`src/rtl/aes_text_loader_if.sv`:
```
// Plaintext word stream into the AES text loader.
interface aes_text_loader_if #(
    parameter int WORD_W = 32
) ();
    logic              s_valid;
    logic              s_ready;
    logic [WORD_W-1:0] s_data;

    modport master (
        output s_valid,
        output s_data,
        input  s_ready
    );

    modport slave (
        input  s_valid,
        input  s_data,
        output s_ready
    );
endinterface

```
`src/rtl/aes_text_loader.sv`:
```
// Staging block in front of aes_cipher_top. It packs stream words MSB-first
// into a 128-bit block, then launches the block into the core with a one-cycle
// ld strobe. It follows the core's busy/done handshake. A single staging
// buffer lets the next block fill up while the core is working on the current one.
//
// Core-side FSM:
//   state   | meaning
//   C_IDLE  | no block in the core; a staged block is issued from here
//   C_ISSUE | ld cycle, text_in/key just loaded, core busy
//   C_RUN   | block in flight, waiting for done
module aes_text_loader #(
    parameter int WORD_W  = 32,
    parameter int BLOCK_W = 128,
    parameter int CNT_W   = 16
) (
    input  logic               clk,
    input  logic               rst,
    aes_text_loader_if.slave   s_if,
    input  logic [BLOCK_W-1:0] cfg_key,
    output logic               ld,
    output logic [BLOCK_W-1:0] text_in,
    output logic [BLOCK_W-1:0] key,
    input  logic               done,
    output logic               busy,
    output logic [CNT_W-1:0]   blk_cnt,
    output logic               err_done
);
    localparam int NW     = BLOCK_W / WORD_W;
    localparam int WCNT_W = (NW > 1) ? $clog2(NW) : 1;

    typedef enum logic [1:0] {
        C_IDLE  = 2'd0,
        C_ISSUE = 2'd1,
        C_RUN   = 2'd2
    } core_state_e;

    core_state_e        state_q, state_d;
    logic [WCNT_W-1:0]  wcnt_q, wcnt_d;
    logic               full_q, full_d;
    logic [BLOCK_W-1:0] asm_q, asm_d;
    logic [BLOCK_W-1:0] text_q, text_d;
    logic [BLOCK_W-1:0] key_q, key_d;
    logic [CNT_W-1:0]   blk_cnt_q, blk_cnt_d;
    logic               err_q, err_d;
    // Set when reset cut off a block in flight, so the core's late done is
    // absorbed instead of being flagged as spurious.
    logic               drop_q, drop_d;
    logic               accept;
    logic               issue;

    assign s_if.s_ready = !full_q;
    assign accept       = s_if.s_valid && !full_q;
    assign issue        = full_q && (state_q == C_IDLE);

    assign ld       = (state_q == C_ISSUE);
    assign busy     = (state_q != C_IDLE);
    assign text_in  = text_q;
    assign key      = key_q;
    assign blk_cnt  = blk_cnt_q;
    assign err_done = err_q;

    // Word assembly into the staging buffer, MSB-first.
    always_comb begin
        wcnt_d = wcnt_q;
        full_d = full_q;
        asm_d  = asm_q;
        if (accept) begin
            for (int k = 0; k < NW; k++) begin
                if (wcnt_q == WCNT_W'(k)) begin
                    asm_d[BLOCK_W-1-k*WORD_W -: WORD_W] = s_if.s_data;
                end
            end
            if (wcnt_q == WCNT_W'(NW - 1)) begin
                wcnt_d = '0;
                full_d = 1'b1;
            end else begin
                wcnt_d = wcnt_q + 1'b1;
            end
        end else if (issue) begin
            full_d = 1'b0;
        end
    end

    // Core-side next state: issue, completion tracking and spurious-done flag.
    always_comb begin
        state_d   = state_q;
        text_d    = text_q;
        key_d     = key_q;
        blk_cnt_d = blk_cnt_q;
        err_d     = err_q;
        drop_d    = drop_q;
        case (state_q)
            C_IDLE: begin
                if (done) begin
                    if (drop_q) begin
                        drop_d = 1'b0;
                    end else begin
                        err_d = 1'b1;
                    end
                end
                if (issue) begin
                    state_d   = C_ISSUE;
                    text_d    = asm_q;
                    key_d     = cfg_key;
                    blk_cnt_d = blk_cnt_q + 1'b1;
                    drop_d    = 1'b0;
                end
            end
            C_ISSUE, C_RUN: begin
                state_d = done ? C_IDLE : C_RUN;
            end
            default: begin
                state_d = C_IDLE;
            end
        endcase
    end

    // State registers with synchronous reset.
    always_ff @(posedge clk) begin
        if (rst) begin
            state_q   <= C_IDLE;
            wcnt_q    <= '0;
            full_q    <= 1'b0;
            asm_q     <= '0;
            text_q    <= '0;
            key_q     <= '0;
            blk_cnt_q <= '0;
            err_q     <= 1'b0;
            drop_q    <= (state_q != C_IDLE);
        end else begin
            state_q   <= state_d;
            wcnt_q    <= wcnt_d;
            full_q    <= full_d;
            asm_q     <= asm_d;
            text_q    <= text_d;
            key_q     <= key_d;
            blk_cnt_q <= blk_cnt_d;
            err_q     <= err_d;
            drop_q    <= drop_d;
        end
    end
endmodule

```
`src/flat_wrapper.sv`:
```
// flat-port wrapper written by rule: the top's interface ports become plain ports
module aes_text_loader_flat 
#(
    parameter int WORD_W  = 32,
    parameter int BLOCK_W = 128,
    parameter int CNT_W   = 16
)
  (clk, rst, cfg_key, ld, text_in, key, done, busy, blk_cnt, err_done, s_if_s_valid, s_if_s_data, s_if_s_ready);
  aes_text_loader_if #(.WORD_W(WORD_W)) s_if_i ();
  input  logic clk;
  input  logic rst;
  input  logic [BLOCK_W-1:0] cfg_key;
  output logic ld;
  output logic [BLOCK_W-1:0] text_in;
  output logic [BLOCK_W-1:0] key;
  input  logic done;
  output logic busy;
  output logic [CNT_W-1:0] blk_cnt;
  output logic err_done;
  input wire logic [$bits(s_if_i.s_valid)-1:0] s_if_s_valid;
  input wire logic [$bits(s_if_i.s_data)-1:0] s_if_s_data;
  output wire logic [$bits(s_if_i.s_ready)-1:0] s_if_s_ready;
  assign s_if_i.s_valid = s_if_s_valid;
  assign s_if_i.s_data = s_if_s_data;
  assign s_if_s_ready = s_if_i.s_ready;
  aes_text_loader #(.WORD_W(WORD_W), .BLOCK_W(BLOCK_W), .CNT_W(CNT_W)) u_core (.clk(clk), .rst(rst), .s_if(s_if_i), .cfg_key(cfg_key), .ld(ld), .text_in(text_in), .key(key), .done(done), .busy(busy), .blk_cnt(blk_cnt), .err_done(err_done));
endmodule
```
`config.mk`:
```
export PLATFORM = sky130hd
export DESIGN_NAME = aes_text_loader_flat
export DESIGN_NICKNAME = d
export VERILOG_FILES = /design/src/rtl/aes_text_loader_if.sv /design/src/rtl/aes_text_loader.sv /design/src/flat_wrapper.sv
export SDC_FILE = /design/constraint.sdc
export NUM_CORES = 1
export LEC_CHECK = 0
export CORE_AREA = 2 2 171 173
export CTS_CLUSTER_SIZE = 24
export DETAILED_ROUTE_END_ITERATION = 10
export DIE_AREA = 0 0 173 175
export DONT_BUFFER_PORTS = 1
export MAX_ROUTING_LAYER = met4
export PLACE_DENSITY_LB_ADDON = 0.08
export SLEW_MARGIN = 15
export SYNTH_ARGS = -nofsm -noshare
export SYNTH_HDL_FRONTEND = slang
export SYNTH_SLANG_ARGS = --single-unit
```
`constraint.sdc`:
```
create_clock -name clk -period 2.2 [get_ports clk]
set_clock_uncertainty 0.2 [all_clocks]
set_input_delay 0.22 -clock clk [delete_from_list [all_inputs] [get_ports clk]]
set_output_delay 0.22 -clock clk [all_outputs]
set_load 0.05 [all_outputs]
```
## Word level (Yosys, flattened, before mapping)

Index checks and enable logic that the tools add are counted.

- Input port bits: 164
- Bits in writable memories: 0
- Bits in read-only memories: 0
- Bits in latches: 0
- Memories kept: 0
- Register bits after elaboration: 407

- Equal/unequal tests: 7
- Div/mod/pow operators: 0
- Order comparisons: 0
- Bitwise logic cells: 1
- Reduce and logical (&&, ||, !) cells: 18
- Muxes and demuxes: 11
- Multiply operators: 0
- $add $sub $neg: 2
- Shifts and indexed selects: 0

Operators by type and width:

| kind | number |
|---|---|
| $add A16 B1 Y16 const B | 1 |
| $reduce_and A2 Y1 | 7 |
| $mux W1 | 7 |
| $eq A2 B2 Y1 const B | 3 |
| $mux W2 | 3 |
| $reduce_bool A2 Y1 | 3 |
| $eq A2 B1 Y1 const B | 2 |
| $logic_not A2 Y1 | 2 |
| $pmux W2 S2 | 1 |
| $reduce_and A3 Y1 | 1 |
| $reduce_bool A3 Y1 | 1 |
| $add A2 B1 Y2 const B | 1 |
| $logic_and A1 B1 Y1 | 2 |
| $ne A2 B1 Y1 const B | 1 |
| $ne A2 B2 Y1 const B | 1 |
| $reduce_or A2 Y1 | 1 |
| $logic_not A1 Y1 | 1 |
| $not A1 Y1 | 1 |

## Longest topological paths before layout

- Depth after elaboration: 5
- Mapped depth: 9
- Mapped depth without buffers: 6

## Worst setup path before layout

Ideal clock, no wire load.

- Path kind: flip-flop to flip-flop
- Start: reg u_core.blk_cnt_q[7], in the netlist u_core.blk_cnt[7]
- End: reg u_core.blk_cnt_q[15], in the netlist u_core.blk_cnt[15]
- Period minus slack after synthesis: 1914 ps
- Path slack: 286 ps
- Cell stages (with the launch flop): 5
- Arrival time: 1598 ps
- Required time: 1884 ps
- Cell sequence: dfxtp_1 > nand4_4 > nor4_2 > a21oi_1 > a31o_1

- Word-level cells in the longest chain between the ends: 1

Ends and longest elaborated chain:

| what | line | RTL |
|---|---|---|
| start, declared | aes_text_loader.sv:43 | `logic [CNT_W-1:0] blk_cnt_q, blk_cnt_d;` |
| start signal, assigned | aes_text_loader.sv:137 | `blk_cnt_q <= blk_cnt_d;` |
| $add A16 B1 Y16 | aes_text_loader.sv:105 | `blk_cnt_d = blk_cnt_q + 1'b1;` |

Every way passes these cells.
A chain may end at the register's enable or synchronous reset.

## Worst setup path in the final report

- Start: reg u_core.full_q
- End: reg u_core.asm_q[40]

- Word-level cells in the longest chain between the ends: 3

Ends and longest elaborated chain:

| what | line | RTL |
|---|---|---|
| start, declared | aes_text_loader.sv:39 | `logic full_q, full_d;` |
| start signal, assigned | aes_text_loader.sv:133 | `full_q <= full_d;` |
| $logic_not A1 Y1 | aes_text_loader.sv:52 | `assign accept = s_if.s_valid && !full_q;` |
| $logic_and A1 B1 Y1 | aes_text_loader.sv:52 |  |
| $reduce_and A2 Y1 (no source line) | n/a |  |
| end signal, assigned | aes_text_loader.sv:134 | `asm_q <= asm_d;` |
| end, declared | aes_text_loader.sv:40 | `logic [BLOCK_W-1:0] asm_q, asm_d;` |

Every way passes these cells.

==> results.json <==
{
  "status": "complete, but fails checks",
  "violations": "hold timing",
  "grt_pass1_vias": 11740,
  "p_int_w": 0.01197,
  "p_switching_w": 0.003286,
  "holdPathStages": 1,
  "synth_top_area_share_pct": 55.87,
  "drtIter0Drc": 805,
  "path_class": "flop to flop",
  "wl_met1_mm": 16.75,
  "grt_start_max_net_pins": 411,
  "syn_nets": 1976,
  "ir_worst_vdd_uv": 614.0,
  "critPathMaxStageDelay_ns": 0.58,
  "dieArea_sq_mm": 0.03028,
  "path_max_fanout": 32,
  "vias_per_cell": 5.237,
  "max_slew_margin_pct": 12.53,
  "min_path_type": "input port to flop",
  "power.total_w": 0.01525,
  "num_io_pins": 440,
  "cp.arrival_ns": 2.46,
  "syn_area_sq_mm": 0.01455,
  "cts_tree": "yes",
  "highest_layer": "met4",
  "hpwl_mm": 25.18,
  "syn_avg_cell_area_sq_um": 8.069,
  "drc_errors": 0,
  "syn_to_final_growth_pct": 26.09,
  "ctsHtreeMaxLevel": 2,
  "synth_cell_types": 35,
  "cts-root-buf": "clkbuf_16",
  "antenna_found_initial": 0,
  "ys_seq_elements": 407,
  "portBuffers": 0,
  "swShare_pct": 21.55,
  "rsz0062_at_grt": "yes",
  "multiInputGateArea_sq_mm": 0.005665,
  "fin_crit_ns": 2.182,
  "cp_slowest_cell": "dlygate4sd3_1",
  "final.setup.worst_slack_ns": 0.01755,
  "worst_pin_slew_ns": 1.312,
  "grt_pass1_wl_mm": 63.58,
  "setup_viol": 0,
  "endpoint_kind": "flop",
  "start_kind": "flop",
  "finalSetupTns_ns": 0,
  "worstRegToRegCells": 5,
  "cts.path.max_buffers": 3,
  "p_leak_nw": 6.584,
  "hold_slack_ns": -0.4338,
  "n_antenna_cell": 0,
  "wl_met3_mm": 3.443,
  "clock.fmax_mhz": 458.2,
  "powerDensity_mw_per_mm2": 831.6,
  "hp-start": "rst",
  "firstDrtPassIters": 7,
  "ys_warn_count": 0,
  "clk_pin_slew_worst_paths_ns": 0.06,
  "numCtsBuffers": 43,
  "fin_util_pct": 64.60,
  "maxCapViolCount": 0,
  "crit-reg2reg-launch": "u_core.full_q",
  "p_clk_share_pct": 45.6,
  "combPwrFrac_pct": 4.6,
  "fin_nets": 2137,
  "routed_wl_mm": 41.73,
  "seqPwrFrac_pct": 49.8,
  "synth_cells": 1803,
  "crit_start": "u_core.full_q",
  "min_to": "u_core.blk_cnt[12]",
  "row_count": 62,
  "gp_congestion": 0.8054,
  "routed-wl-met2_mm": 20.30,
  "die_h_um": 175,
  "layout-drive-gt1-share_pct": 8.329,
  "synth.largest_area_cell": "dfxtp_1",
  "final_antenna_net_count": 0,
  "num_vias": 12450,
  "period_share_pct": 99.20,
  "hold_viol": 128,
  "clk_latency_ns": 0.54,
  "start_util_pct": 51.24,
  "ff2ff_setup_slack_ns": 0.02,
  "yosysSeqAreaShare_pct": 56.08,
  "nFillCells": 2455,
  "r2r_end": "u_core.asm_q[40]",
  "yosys-top-cells-area": "dfxtp_1 (56%), nand2_1 (20%), a21oi_1 (12%), a21oi_2 (1.8%), buf_4 (1.5%)",
  "wire_per_inst_um": 17.56,
  "track_usage_pct": 26.66,
  "die_x_um": 173,
  "grt_overflow": 0,
  "clock_sinks": 407,
  "core-area_sq_mm": 0.02839,
  "seq_area_sq_mm": 0.008158,
  "drv_slew": 0,
  "pre_cts_slack_ns": 0.1679,
  "crit_chain": "nor2b_4 -> and2_4 -> nand2_1 -> a21oi_1 -> dlygate4sd3_1",
  "required_ns": 2.47
}
[Yosys cell counts]
| cell | number |
|---|---|
| a21oi_2 | 30 |
| buf_2 | 34 |
| nand4_1 | 3 |
| and2_1 | 4 |
| nor2b_1 | 2 |
| nand3_2 | 1 |
| clkbuf_1 | 54 |
| nand2_1 | 778 |
| ha_1 | 9 |
| buf_4 | 29 |
| o21ai_0 | 3 |
| xor2_1 | 3 |
| inv_1 | 9 |
| buf_1 | 5 |
| dfxtp_1 | 406 |
| nand3_1 | 5 |
| nor3_1 | 4 |
| or3_1 | 2 |
| edfxtp_1 | 1 |
| nand4_2 | 2 |
| a31o_1 | 1 |
| nor2b_4 | 1 |
| nor2_1 | 23 |
| and2_4 | 1 |
| mux2i_1 | 1 |
| nand2b_1 | 2 |
| xnor2_1 | 8 |
| nand2_2 | 1 |
| nor4_4 | 1 |
| nor4_2 | 3 |
| a21oi_1 | 362 |
| a31oi_1 | 1 |
| buf_6 | 12 |
| mux2_1 | 1 |
| nand4_4 | 1 |
[worst max path at each step]
stage / end / slack [ns] / depth (start not counted)
detailed placement: u_core.text_in[48] / 0.17 / 7
finish: u_core.asm_q[40] / 0.02 / 5
global route: u_core.asm_q[48] / -0.07 / 5
floorplan: u_core.blk_cnt[15] / 0.29 / 4
CTS: u_core.state_q[0] / 0.01 / 6
global placement: u_core.text_in[121] / 0.25 / 7
[metal layers]
layer | track usage (%) | vias to the layer above
met5 | - | -
met4 | 8.792 | 0
met3 | 7.768 | 76
met2 | 43.22 | 419
met1 | 31.93 | 5860
li1 | - | 6094
[worst max-delay path: cells and delay by family (launching register included)]
kind / cells / cell delay (ns)
and+or+nand+nor: 3 / 0.81
buffers and inverters: 1 / 0.58
DFF: 1 / 0.34
AOI/OAI and AO/OA: 1 / 0.17
[stage by stage]
stage	cells	hold WS, ns	area, sq um
5_1_grt	2377	-0.4569	18340
3_3_place_gp	2095	0.1214	14830
4_1_cts	2339	-0.4420	17880
3_5_place_dp	2095	0.1224	14830
2_1_floorplan	1803	0.1560	14550
6_report	2377	-0.4338	18340
[power by group through the flow]
stage	Clock, W	Combinational (W)	Sequential (W)
floorplan	0	0.000420	0.00774
global route	0.00739	0.000758	0.00760
detailed placement	0	0.000393	0.00775
finish	0.00696	0.000698	0.00759
CTS	0.00711	0.000595	0.00759
global placement	0	0.000386	0.00775
[flip-flops by register name (all words and copies together), names as in the netlist]
signal	count
u_core.asm_q	128
u_core.key	128
u_core.text_in	128
u_core.blk_cnt	16
u_core.state_q	2
u_core.wcnt_q	2
u_core.drop_q	1
u_core.err_done	1
u_core.full_q	1
[repair_timing]
| action | CTS | global route |
|---|---|---|
| buffers inserted | 0 | 6 |
| resized for setup | 0 | 23 |
| endpoints found under the setup margin | 0 | 124 |
| endpoints found under the hold margin | 408 | 274 |
| hold buffers | 170 | 30 |
[cells by family after synthesis]
family                     synth area share (%)
and+or+nand+nor                           22.53
muxes                                    0.1462
AOI/OAI and AO/OA                         14.47
xor gates and xnor gates                 0.6623
buffers and inverters                     5.350
DFF                                       56.08
adders and majority gates                0.7741
[cell type report]
class,instances,area share (%)
clock buffers,64,6.787
clock inverters,10,0.5662
inverters,9,0.2046
multi-input cells,1253,30.89
flip-flops and latches,407,44.47
well taps,384,2.619
repair buffers,250,14.46
[cell usage in the layout (no fill, tap or decap), types with 9 or more instances in the layout]
| master | netlist | routed |
|---|---|---|
| dfxtp_1 | 406 | 406 |
| a21oi_1 | 362 | 358 |
| nand2_1 | 778 | 776 |
| dlygate4sd3_1 | 0 | 200 |
| a21oi_2 | 30 | 34 |
| buf_12 | 0 | 18 |
| clkbuf_8 | 0 | 9 |
| nor2_1 | 23 | 23 |
| clkbuf_1 | 54 | 12 |
| clkbuf_16 | 0 | 45 |
| buf_4 | 29 | 27 |
(Power assumes the default switching activity.)
